<file path="src/rtl/ram_alu_sequencer.sv">
// Command sequencer: mem[dst] = mem[a] OP mem[b] over a single RAM port and an external ALU.
// All outputs are registered; each FSM state drives its RAM/ALU outputs during its own cycle.
module ram_alu_sequencer #(
  parameter int MEM_DEPTH = 32,
  parameter int CNT_W     = 16
) (
  input  logic             clk,
  input  logic             rst,
  input  logic             cmd_valid,
  output logic             cmd_ready,
  input  logic             cmd_op,
  input  logic [7:0]       cmd_addr_a,
  input  logic [7:0]       cmd_addr_b,
  input  logic [7:0]       cmd_addr_d,
  output logic [7:0]       ram_addr,
  output logic [15:0]      ram_d,
  output logic             ram_we,
  input  logic [15:0]      ram_q,
  output logic [15:0]      alu_a,
  output logic [15:0]      alu_b,
  output logic             alu_op,
  input  logic [15:0]      alu_rout,
  output logic             busy,
  output logic             done,
  output logic             err,
  output logic [15:0]      result,
  output logic [CNT_W-1:0] cmd_count,
  output logic [2:0]       dbg_state
);

  // Handshake: a command transfers on a rising clk edge where cmd_valid && cmd_ready;
  // cmd_ready is high only in IDLE, and command inputs are ignored until IDLE returns.

  typedef enum logic [2:0] {
    IDLE   = 3'd0,
    ERR    = 3'd1,
    RD_A   = 3'd2,
    RD_B   = 3'd3,
    EXEC   = 3'd4,
    WR_SET = 3'd5,
    WR_PUL = 3'd6,
    WR_HLD = 3'd7
  } state_t;

  localparam logic [8:0] DEPTH = 9'(MEM_DEPTH);

  state_t            state, state_nxt;
  logic              op_r;
  logic [7:0]        b_r, d_r;
  logic [15:0]       rega;
  logic              accept, bad_addr;
  logic              nxt_we, nxt_done, nxt_err, nxt_alu_op;
  logic [7:0]        nxt_addr;
  logic [15:0]       nxt_d, nxt_alu_a, nxt_alu_b, nxt_result;
  logic [CNT_W-1:0]  nxt_count;

  assign accept    = (state == IDLE) && cmd_valid && cmd_ready;
  assign bad_addr  = ({1'b0, cmd_addr_a} >= DEPTH) || ({1'b0, cmd_addr_b} >= DEPTH) ||
                     ({1'b0, cmd_addr_d} >= DEPTH);
  assign dbg_state = state;

  // Next-state logic also computes the values every output register takes for that state.
  always_comb begin
    state_nxt  = state;
    nxt_addr   = ram_addr;
    nxt_d      = ram_d;
    nxt_alu_a  = alu_a;
    nxt_alu_b  = alu_b;
    nxt_alu_op = alu_op;
    nxt_result = result;
    nxt_count  = cmd_count;
    nxt_we     = 1'b0;
    nxt_done   = 1'b0;
    nxt_err    = 1'b0;
    case (state)
      IDLE: begin
        if (accept) begin
          if (bad_addr) begin
            state_nxt = ERR;
            nxt_err   = 1'b1;
          end else begin
            state_nxt = RD_A;
            nxt_addr  = cmd_addr_a;
          end
        end
      end
      ERR:  state_nxt = IDLE;
      RD_A: begin
        state_nxt = RD_B;
        nxt_addr  = b_r;
      end
      RD_B: begin
        // alu_b doubles as regb: it captures the B operand at the end of RD_B.
        state_nxt  = EXEC;
        nxt_alu_a  = rega;
        nxt_alu_b  = ram_q;
        nxt_alu_op = op_r;
      end
      EXEC: begin
        // ram_d doubles as regr so the write data is stable from the setup cycle on.
        state_nxt = WR_SET;
        nxt_addr  = d_r;
        nxt_d     = alu_rout;
      end
      WR_SET: begin
        state_nxt = WR_PUL;
        nxt_we    = 1'b1;
      end
      WR_PUL: begin
        state_nxt  = WR_HLD;
        nxt_done   = 1'b1;
        nxt_result = ram_d;
        nxt_count  = cmd_count + CNT_W'(1);
      end
      WR_HLD:  state_nxt = IDLE;
      default: state_nxt = IDLE;
    endcase
  end

  always_ff @(posedge clk or posedge rst) begin
    if (rst) begin
      state     <= IDLE;
      op_r      <= 1'b0;
      b_r       <= 8'h00;
      d_r       <= 8'h00;
      rega      <= 16'h0000;
      cmd_ready <= 1'b0;
      busy      <= 1'b0;
      done      <= 1'b0;
      err       <= 1'b0;
      ram_we    <= 1'b0;
      ram_addr  <= 8'h00;
      ram_d     <= 16'h0000;
      alu_a     <= 16'h0000;
      alu_b     <= 16'h0000;
      alu_op    <= 1'b0;
      result    <= 16'h0000;
      cmd_count <= '0;
    end else begin
      state     <= state_nxt;
      cmd_ready <= (state_nxt == IDLE);
      busy      <= (state_nxt != IDLE);
      done      <= nxt_done;
      err       <= nxt_err;
      ram_we    <= nxt_we;
      ram_addr  <= nxt_addr;
      ram_d     <= nxt_d;
      alu_a     <= nxt_alu_a;
      alu_b     <= nxt_alu_b;
      alu_op    <= nxt_alu_op;
      result    <= nxt_result;
      cmd_count <= nxt_count;
      if (accept) begin
        op_r <= cmd_op;
        b_r  <= cmd_addr_b;
        d_r  <= cmd_addr_d;
      end
      if (state == RD_A) rega <= ram_q;
    end
  end

endmodule

</file>
<file path="config.mk">
export PLATFORM = sky130hd
export DESIGN_NAME = ram_alu_sequencer
export DESIGN_NICKNAME = d
export VERILOG_FILES = /design/src/rtl/ram_alu_sequencer.sv
export SDC_FILE = /design/constraint.sdc
export NUM_CORES = 1
export LEC_CHECK = 0
export CAP_MARGIN = 30
export CORE_ASPECT_RATIO = 0.9
export CORE_MARGIN = 2
export CORE_UTILIZATION = 48
export CTS_CLUSTER_DIAMETER = 120
export DETAILED_ROUTE_END_ITERATION = 12
export PLACE_DENSITY = 0.81
export RECOVER_POWER = 100
export SLEW_MARGIN = 25
export SYNTH_ARGS = -nofsm -noshare
export SYNTH_HDL_FRONTEND = slang
export SYNTH_SLANG_ARGS = --single-unit
export TNS_END_PERCENT = 10
</file>
<file path="constraint.sdc">
create_clock -name clk -period 4.9 [get_ports clk]
set_input_delay 0.98 -clock clk [delete_from_list [all_inputs] [get_ports clk]]
set_output_delay 0.98 -clock clk [all_outputs]
set_load 0.01 [all_outputs]
</file>
# Word-level counts from Yosys, hierarchy flattened
# Index checks and enable logic that the tools add are counted.
[word_totals]
reg_bits = 130
latch_bits = 0
mem_bits_rw = 0
rom_bits = 0
inputBits = 60
output_inout_bits = 97
elab_cells = 51
memories = 0
[classes]
n_addsub = 1
mul = 0
div_mod_pow = 0
n_lt_le_gt_ge = 3
n_eq_ne = 9
shift = 0
n_mux = 11
bitwise = 0
n_reduce_logical = 10
[op_table]
columns = ["op", "count"]
rows = [
  ["$ge A8 B6 Y1 const B", 3],
  ["$pmux W8 S3", 1],
  ["$pmux W3 S7", 1],
  ["$add A16 B1 Y16 const B", 1],
  ["$mux W8", 2],
  ["$eq A3 B3 Y1 const B", 4],
  ["$eq A3 B2 Y1 const B", 2],
  ["$logic_not A3 Y1", 2],
  ["$reduce_bool A3 Y1", 2],
  ["$mux W1", 5],
  ["$ne A2 B2 Y1 const B", 2],
  ["$eq A3 B1 Y1 const B", 1],
  ["$mux W3", 1],
  ["$reduce_and A3 Y1", 1],
  ["$logic_and A1 B1 Y1", 2],
  ["$logic_or A1 B1 Y1", 2],
  ["$mux W2", 1],
  ["$reduce_or A2 Y1", 1],
]

# Depth between registers and ports, before layout
[logic_depth]
depth_word = 7
mapped_depth = 6
ltp_nobuf = 5

# Least setup slack after synthesis
# No wires, ideal clock.
[synth_path]
kind = "input to register"
from = "in cmd_addr_b[7]"
to = "reg ram_addr[0]"
arrival_ps = 2007
required_time_ps = 4775
path_slack_ps = 2768
cell_stages = 4
cell_sequence = "nor4_1 -> nand3_1 -> o21ai_4 -> mux2_4"
[synth_via]
elab_chain_cells = 5
[synth_rtl]
columns = ["item", "line", "text"]
rows = [
  ["from (decl)", "13", "input logic [7:0] cmd_addr_b,"],
  ["$ge A8 B6 Y1", "58", "assign bad_addr = ({1'b0, cmd_addr_a} >= DEPTH) || ({1'b0, cmd_addr_b} >= DEPTH) ||"],
  ["$logic_or A1 B1 Y1 (2 in series)", "58", ""],
  ["$ne A2 B2 Y1 (no source line)", "-", ""],
  ["$reduce_and A3 Y1 (no source line)", "-", ""],
  ["to (signal assigned)", "146", "ram_addr <= nxt_addr;"],
  ["to (decl)", "15", "output logic [7:0] ram_addr,"],
]
# No other way between the ends.
# A chain may end at the register's enable or synchronous reset.

# Worst setup path after layout
[layout_path]
from = "reg state[1], in the netlist dbg_state[1]"
to = "reg cmd_count[12]"
[layout_via]
elab_chain_cells = 1
[layout_rtl]
columns = ["item", "line", "text"]
rows = [
  ["from (decl)", "47", "state_t state, state_nxt;"],
  ["from (signal assigned)", "140", "state <= state_nxt;"],
  ["$eq A3 B3 Y1", "75", "case (state)"],
  ["to (signal assigned)", "152", "cmd_count <= nxt_count;"],
  ["to (decl)", "27", "output logic [CNT_W-1:0] cmd_count,"],
]
# No other way between the ends.

==> flow_summary.json <==
{
  "layout.cells.most_common": "dfrtp_1",
  "drc_errors": 0,
  "clock_tree_from_tritoncts": "built",
  "clock_path_buffers": 2,
  "grt_pass1_wl_um": 20000,
  "sequential_element_share_of_the_synthesized_area": 0.599,
  "die-height_um": 105,
  "cts.sink_count": 130,
  "final-setup-viol-count": 0,
  "portBuffers": 156,
  "clock_insertion_delay_worst_skew_ns": 0.42,
  "rows": 36,
  "num-fill-cells": 800,
  "tns_ns": 0,
  "synthCells": 391,
  "reg2reg_setup_slack_ns": 1.79,
  "dr_total_vias": 3633,
  "avgRoutedWirePerCell_um": 17.2,
  "fin_nets": 613,
  "die-area_sq_um": 12200,
  "grt_max_degree": 77,
  "worst_hold_path_type": "flip-flop to flip-flop",
  "register_bit_total_from_synthesis": 130,
  "cts_post_setup_buffers_inserted": 0,
  "share_of_layout_cells_above_drive_strength_1": 0.150,
  "worst_ir_drop_vdd_mv": 0.461,
  "timing_worst_setup_path_type": "flip-flop to flip-flop",
  "detailedRoute.firstIterationViolations": 205,
  "viasPerCell": 5.07,
  "areaGrowthSynthToFinish_pct": 38.2,
  "track_usage": 0.217,
  "outcome": "finished, violations left",
  "startpoint_type": "flip-flop",
  "clkTransAtPathRegs_ns": 0.06,
  "p_leak_nw": 3.39,
  "maxClockFrequency_mhz": 322,
  "endpoint_kind": "flip-flop",
  "gp_routability_congestion": 0.722,
  "grt_setup_unrepaired": "no",
  "worst_slew_margin_rel": -0.0713,
  "num_antenna_cells": 0,
  "die_x_um": 116,
  "violations": "max-capacitance violations, max-slew violations",
  "number_of_nets_produced_by_synthesis": 452,
  "globalRouteOverflowTotal": 0,
  "postLayoutCellArea_sq_um": 7510,
  "netlist_area_sq_um": 5430,
  "warnings_from_yosys": 0,
  "drt_wirelength_um": 12300,
  "cts_resized": 0,
  "number_of_max_slew_violations_in_the_final_report": 49,
  "postCtsHoldBufs": 0,
  "worstMarginPinSlew_ns": 1.61,
  "layout_common_cells": "dfrtp_1 (130), dlygate4sd3_1 (100), nand2_1 (63), clkdlybuf4s50_1 (56), mux2_2 (45)",
  "io-pin-count": 157,
  "cp.arrival_ns": 3.40,
  "critical_path.max_fanout": 23,
  "starting_utilization_of_the_core_area": 0.496,
  "cts_inserted_buffers": 17,
  "worstPathRequired_ns": 5.20,
  "detail_route.first_pass.iterations": 4,
  "core_sq_um": 10900,
  "ant_nets": 0,
  "power.density_nw_per_um2": 641,
  "clock-root-buffer": "clkbuf_16",
  "dp.final_hpwl_um": 8500,
  "synthDistinctLibCells": 38,
  "min_period_ns": 3.11,
  "placed_cell_area_sq_um": 7090,
  "clock_skew_ns": 0.00554,
  "max-cap-violations": 2,
  "antenna_violations_before_repair": 0,
  "timing_hold_violations_final": 0,
  "cts.htree.levels": 4,
  "postSynthAreaPerCell_sq_um": 13.9,
  "grt_pass1_vias": 3765,
  "fin_crit_sh": 0.634
}
==> final cells by class <==
class                      count  area [sq um]  share of cell area
tap                          152           190              0.0253
timing repair buffer         161          1580               0.211
sequential                   130          3250               0.433
multi-input combinational    236          1820               0.242
clock buffer                  19           453              0.0603
clock inverter                13           183              0.0243
inverter                       6          27.5             0.00367
==> path summary, 6_finish.rpt <==
check / from / to / cells after the start
worst max-delay path: dbg_state[1] / cmd_count[12] / 5
worst min-delay path: result[7] / result[7] / 2
worst max register to register: dbg_state[1] / cmd_count[12] / 5
worst min register to register: result[7] / result[7] / 2
max in group asynchronous: rst / result[4] / 3
min in group asynchronous: rst / alu_a[10] / 2
==> critical path: stages, from the launching register on <==
cell,delay [ns]
dfrtp_1,0.73
nand3b_1,0.75
inv_1,0.85
and3_1,0.36
nand4_1,0.14
xnor2_1,0.15
==> cells by family (layout without fill, tap and decap cells) <==
kind of cell,Yosys count,after routing,share of synthesized area
compound gates,25,25,0.0350
xor+xnor,15,15,0.0242
fa+ha+maj,1,1,0.00230
buf+inv,25,199,0.0325
flops,130,130,0.599
mux,87,87,0.204
simple gates,108,108,0.103
==> synthesized netlist by cell type, drive strengths merged <==
library cell | instances | area share
dfrtp | 130 | 0.60
mux2 | 87 | 0.20
nand2 | 63 | 0.044
buf | 16 | 0.026
xnor2 | 13 | 0.021
o21ai | 9 | 0.010
nand4 | 8 | 0.0092
nor3 | 8 | 0.0083
nor2 | 7 | 0.0078
inv | 6 | 0.0041
o21bai | 6 | 0.0083
nor2b | 5 | 0.0058
o311a | 5 | 0.0092
and3 | 4 | 0.0046
a22oi | 3 | 0.0041
clkbuf | 3 | 0.0021
nand3 | 3 | 0.0028
nor3b | 2 | 0.0037
nor4 | 2 | 0.0035
or2 | 2 | 0.0023
xor2 | 2 | 0.0032
a31o | 1 | 0.0016
and2 | 1 | 0.0012
ha | 1 | 0.0023
nand2b | 1 | 0.0016
nand3b | 1 | 0.0037
nand4bb | 1 | 0.0051
o211ai | 1 | 0.0014
==> metal layers <==
layer  routed length (um)  global-route usage
met2                 6460               0.363
met1                 5200               0.269
met5                    0                   0
met3                  470              0.0580
met4                  168              0.0782
==> report_power, final <==
part           switching [W]  internal, W  total, W
Clock               0.000465     0.000876   0.00134
Combinational       0.000684     0.000923   0.00161
Sequential          0.000322      0.00154   0.00187
Total                0.00147      0.00334   0.00481
==> sequential cells by signal, summed over array words and instances (netlist names) <==
name and count:
alu_op 1, result 16, ram_addr 8, cmd_ready 1, alu_b 16, d_r 8
rega 16, cmd_count 16, b_r 8, ram_we 1, err 1, done 1
dbg_state 3, alu_a 16, op_r 1, ram_d 16, busy 1
==> stage by stage <==
stage | std cells | power, W | hold slack, ns | utilization | setup slack, ns
finish | 717 | 0.00481 | 0.471 | 0.686 | 1.79
floorplan | 391 | 0.00288 | 0.458 | - | 0.451
detailed placement | 685 | 0.00379 | 0.462 | 0.648 | 2.15
global placement | 684 | 0.00370 | 0.459 | 0.646 | 2.20
global route | 717 | 0.00508 | 0.497 | 0.686 | 1.33
CTS | 717 | 0.00516 | 0.476 | 0.706 | 1.89
Power figures use the tool's default switching activity.
==> RTL edit 1, RTL diff (config.mk and constraints unchanged) <==
Reset style: synchronous (`rst`), changed in one clocked block.
--- a/src/rtl/ram_alu_sequencer.sv
+++ b/src/rtl/ram_alu_sequencer.sv
@@ -117,7 +117,7 @@
     endcase
   end
 
-  always_ff @(posedge clk or posedge rst) begin
+  always_ff @(posedge clk) begin
     if (rst) begin
       state     <= IDLE;
       op_r      <= 1'b0;
Behaviour: differs if rst is asserted again (counterexample within 4 cycles, from zero or initial values and one cycle with rst high); with rst held inactive, the same outputs for 10 cycles.
==> RTL edit 1 against the unedited design <==
  * The run still ends with capacitance limit, slew limit left
  * Sequential share of layout area shrank 6.3 points
  * Worst setup slack lost 0.43 ns
  * Critical path type is now in -> reg
  * Cell area shrank 6.5%
  * Global-route usage grew 1.1 points
  * Wire length grew 0.78%
  * Hold slack lost 0.022 ns
  * Sequential cell count is the same
  * Synthesized area shrank 9.2%
Power is not compared: it rests on default switching activity, and its combinational part moved more than twofold at a synthesized area within 25%.
==> RTL edit 1: results <==
[placement]
gp_congestion = 0.8674
dpl.hpwl_microns = 8512
post_dp_cell_area_sq_um = 6516
dp.cells = 857

[yosys]
netlist_top_cells_area = dfxtp_1 (53%), nand2_1 (16%), a21oi_1 (11%), xnor2_1 (2.0%), clkbuf_1 (1.9%)
synth_cells = 606
yosys-top-cells-count = nand2_1 (208), dfxtp_1 (130), a21oi_1 (110)
synth_nets = 667
synthArstFlopShare_pct = 0
ys.flop_type = dfxtp_1
ys_warn_count = 0
synth.yosys.seq_area_share_pct = 52.77

[setup_path]
r2r_slack_ns = 2.53
r2r-end = alu_a[14]$_SDFFE_PP0N_
r2r_start = dbg_state[2]$_SDFF_PP0_
setup.worst_path.end = cmd_count[6]$_SDFFE_PP0P_
cp.arrival_ns = 3.70
crit_start = rst
cp_max_fo = 80

[final_layout]
design_area_sq_um = 7020
final_layout_size_suffix_gt1_share_pct = 4.875
final_nets = 809
nFillCells = 824

[job]
cap_violations = 1

[routing]
wire_per_inst_microns = 13.96
vias = 4530
drt_first_iter_violations = 216
routed_wl_microns = 12400
drt_first_pass_iters = 5

[sta]
drv_slew = 63
clock_skew_ns = 0.009961
worstMarginPinSlew_ns = 2.589

[global_routing]
groute.usage.overall_pct = 22.75
grt_pass1_vias = 4378
grt_pass1_wl_microns = 20440
grt_max_degree = 81

[clock_network]
insertion_delay_ns = 0.40

[outcome]
violations = capacitance limit, slew limit
status = finished, violations left
[RTL edit 1: cell count changes in the layout (fill, tap and decap cells not counted), sizes merged, moves of 7 or more]
cell and change:
o21ai -7, nand2 +145, mux2 -85, dfxtp +130, o221ai +8, dfrtp -130, nand2b +11, nor2 +19
a21oi +110, mux2i +8
[RTL edit 1: cells by family after synthesis]
family | synth area share [%]
DFF | 52.77
AOI/OAI and AO/OA | 13.39
xor gates and xnor gates | 2.131
buffers and inverters | 4.490
and+or+nand+nor | 24.89
adders and majority gates | 0.2536
muxes | 2.080
[RTL edit 1: power by group]
part	internal, mW	total, mW	switching (mW)
Clock	0.743	1.16	0.418
Sequential	1.07	1.07	0.00532
Combinational	0.0544	0.0980	0.0436
[RTL edit 1: worst max-delay path, cell delays in order]
cell	delay (ns)
buf_4	0.60
clkbuf_1	1.90
nor2_1	0.16
[RTL edit 1: worst min-delay path by stage]
stage,from,to,slack [ns],cells past startpoint
floorplan,rega[0]$_SDFFE_PP0N_,alu_a[0]$_SDFFE_PP0N_,0.43,2
global placement,rega[0]$_SDFFE_PP0N_,alu_a[0]$_SDFFE_PP0N_,0.44,2
detailed placement,rega[3]$_SDFFE_PP0N_,alu_a[3]$_SDFFE_PP0N_,0.44,2
CTS,rega[3]$_SDFFE_PP0N_,alu_a[3]$_SDFFE_PP0N_,0.45,2
global route,result[3]$_SDFFE_PP0P_,result[3]$_SDFFE_PP0P_,0.46,2
finish,result[6]$_SDFFE_PP0P_,result[6]$_SDFFE_PP0P_,0.45,2
[RTL edit 1: routing by layer]
| layer | up-vias | part of all wire (%) | GRT usage [%] |
|---|---|---|---|
| li1 | 2280 | - | - |
| met1 | 2107 | 44 | 27.16 |
| met2 | 127 | 48 | 37.94 |
| met3 | 16 | 6.8 | 7.729 |
| met4 | 0 | 1.7 | 9.519 |
| met5 | - | 0 | 0 |
[RTL edit 1: final cells by class]
cell class	instances	share of cell area [%]
multi-input combinational	425	29.34
clock buffer	25	7.058
timing repair buffer	162	22.85
clock inverter	5	0.7485
inverter	12	0.6416
sequential	130	37.07
tap	129	2.299
[RTL edit 1: through the flow]
stage	hold WS [ns]	setup WS, ns
after floorplan	0.4321	2.984
after global placement	0.4389	2.016
after detailed placement	0.4444	1.893
after CTS	0.4521	2.212
after global routing	0.4619	1.060
final	0.4485	1.370
==> RTL edit 2, RTL diff (same settings) <==
Made on the original files. Change the parameter `CNT_W` from 16 to 14.
--- a/src/rtl/ram_alu_sequencer.sv
+++ b/src/rtl/ram_alu_sequencer.sv
@@ -2,7 +2,7 @@
 // All outputs are registered; each FSM state drives its RAM/ALU outputs during its own cycle.
 module ram_alu_sequencer #(
   parameter int MEM_DEPTH = 32,
-  parameter int CNT_W     = 16
+  parameter int CNT_W     = 14
 ) (
   input  logic             clk,
   input  logic             rst,
Ports: changed (resized cmd_count); port bits go from 157 to 155. No check against the original RTL was run, so the function may have changed too.
==> RTL edit 2 against the unedited design <==
  * Synthesized cell count is 2.8% lower
  * Sequential cell count down 2
  * Power is 1.3% lower
  * The run ends with DRC, capacitance limit, slew limit left
  * Synthesized area is 5.4% lower
  * Worst setup slack improved by 0.19 ns
  * Critical endpoint is now ram_addr[2]$_DFFE_PP0P_
  * Cell area fell by 2.3%
  * Wire length fell by 4.1%
  * Fmax increased by 6.7%
  * Highest routed layer unchanged
==> RTL edit 2: results <==
[worst_hold_path]
hold_depth = 1
holdPathEnd = cmd_count[13]$_DFFE_PP0P_
holdCritStartpoint = cmd_count[13]$_DFFE_PP0P_
hold_path.class = reg -> reg

[yosys]
yosys.area_share.adder_pct = 0.2436
synth_compound_area_share_pct = 4.068
netlist_top_cells_area = dfrtp_1 (62%), mux2_2 (18%), nand2_1 (4.3%), mux2_4 (1.5%), xnor2_1 (1.4%)
yosys-top-cells-count = dfrtp_1 (128), mux2_2 (82), nand2_1 (59)
synthXorXnorAreaFrac_pct = 2.217
synth.yosys.seq_area_share_pct = 62.36
synth_cells = 380
synth_nets = 441
synth_mux_area_share_pct = 19.44
yosysUniqueCellTypes = 36

[global_routing]
grtUsageMet3_pct = 9.312
grt.met2_usage_pct = 33.90
grt_max_degree = 82
grt_pass1_wl_microns = 19000
groute.usage.overall_pct = 21.64
grt_pass1_vias = 3690
met1_usage_pct = 27.48

[placement]
dpl.hpwl_microns = 7990
gp_congestion = 0.7404
pre_cts_ws_ns = 2.074
numPortBuffers = 154
dp.cells = 648

[routing]
drt_first_pass_iters = 8
drt_first_iter_violations = 193
viasPerCell = 5.166
vias = 3513
top_layer = met4
routed-wl-met3_microns = 1017
wl_met1_microns = 5084
routed-wl-met2_microns = 5642
wire_per_inst_microns = 17.34
drc = 9

[clock_network]
post_cts_buffers = 0
clk_pin_slew_worst_paths_ns = 0.05
cts-root-buf = clkbuf_16

[setup_path]
r2r_start = dbg_state[2]$_DFF_PP0_
cp_max_fo = 8
r2r_slack_ns = 2.01
reg2regPathDepth = 4
cp_slowest_cell = dlygate4sd3_1
r2r-end = alu_op$_DFFE_PP0N_
crit_path_max_incr_delay_ns = 0.55

[sta]
worstMarginPinSlew_ns = 2.099
clock_skew_ns = 0.01234
drv_slew = 83

[pwr]
p_leak_nw = 3.346
max-vdd-ir-drop_mv = 0.4050

[outcome]
status = finished, violations left
violations = DRC, capacitance limit, slew limit

[final_layout]
final_layout_size_suffix_gt1_share_pct = 21.42
final_nets = 599

[job]
cap_violations = 2
RTL edit 2: cell types whose count changed in the layout (fill, tap and decap cells not counted), sizes merged, moves of 4 or more:
cell,change
xnor2,-5
and3,-4
inv,-4
nand2,-4
nand4,-4
o21ai,-4
RTL edit 2: worst max-delay path by stage:
stage,endpoint,slack (ns),startpoint
after floorplan,alu_a[0]$_DFFE_PP0N_,0.51,rst
after global placement,ram_addr[1]$_DFFE_PP0P_,2.09,cmd_addr_b[6]
after global routing,alu_b[6]$_DFFE_PP0N_,1.76,dbg_state[2]$_DFF_PP0_
after detailed placement,ram_addr[1]$_DFFE_PP0P_,2.07,cmd_addr_b[6]
after CTS,dbg_state[0],2.04,dbg_state[0]$_DFF_PP0_
final,ram_addr[2]$_DFFE_PP0P_,1.99,cmd_addr_b[6]
RTL edit 2: metrics by stage:
| step | utilization [%] | hold WS [ns] | area, sq um |
|---|---|---|---|
| after floorplan | - | 0.4767 | 5136 |
| after global placement | 65.71 | 0.4608 | 6792 |
| after detailed placement | 65.71 | 0.4637 | 6792 |
| after CTS | 71.36 | 0.4765 | 7375 |
| after global routing | 70.98 | 0.4842 | 7336 |
| final | 70.98 | 0.4639 | 7336 |
RTL edit 2: area by class of cell:
class / count / area [sq um]
flip-flops and latches: 128 / 3203
fillers: 721 / 2999
multi-input cells: 230 / 1803
repair buffers: 157 / 1569
clock buffers: 23 / 447.9
well taps: 129 / 161.4
clock inverters: 9 / 135.1
inverters: 4 / 16.27
RTL edit 2: report_power, final:
group          switching (mW)  leakage, nW  total, mW  internal (mW)
clock                   0.443        0.283       1.24          0.801
sequential              0.317         1.57       1.85           1.53
combinational           0.690         1.49       1.66          0.972
total                    1.45         3.35       4.75           3.30
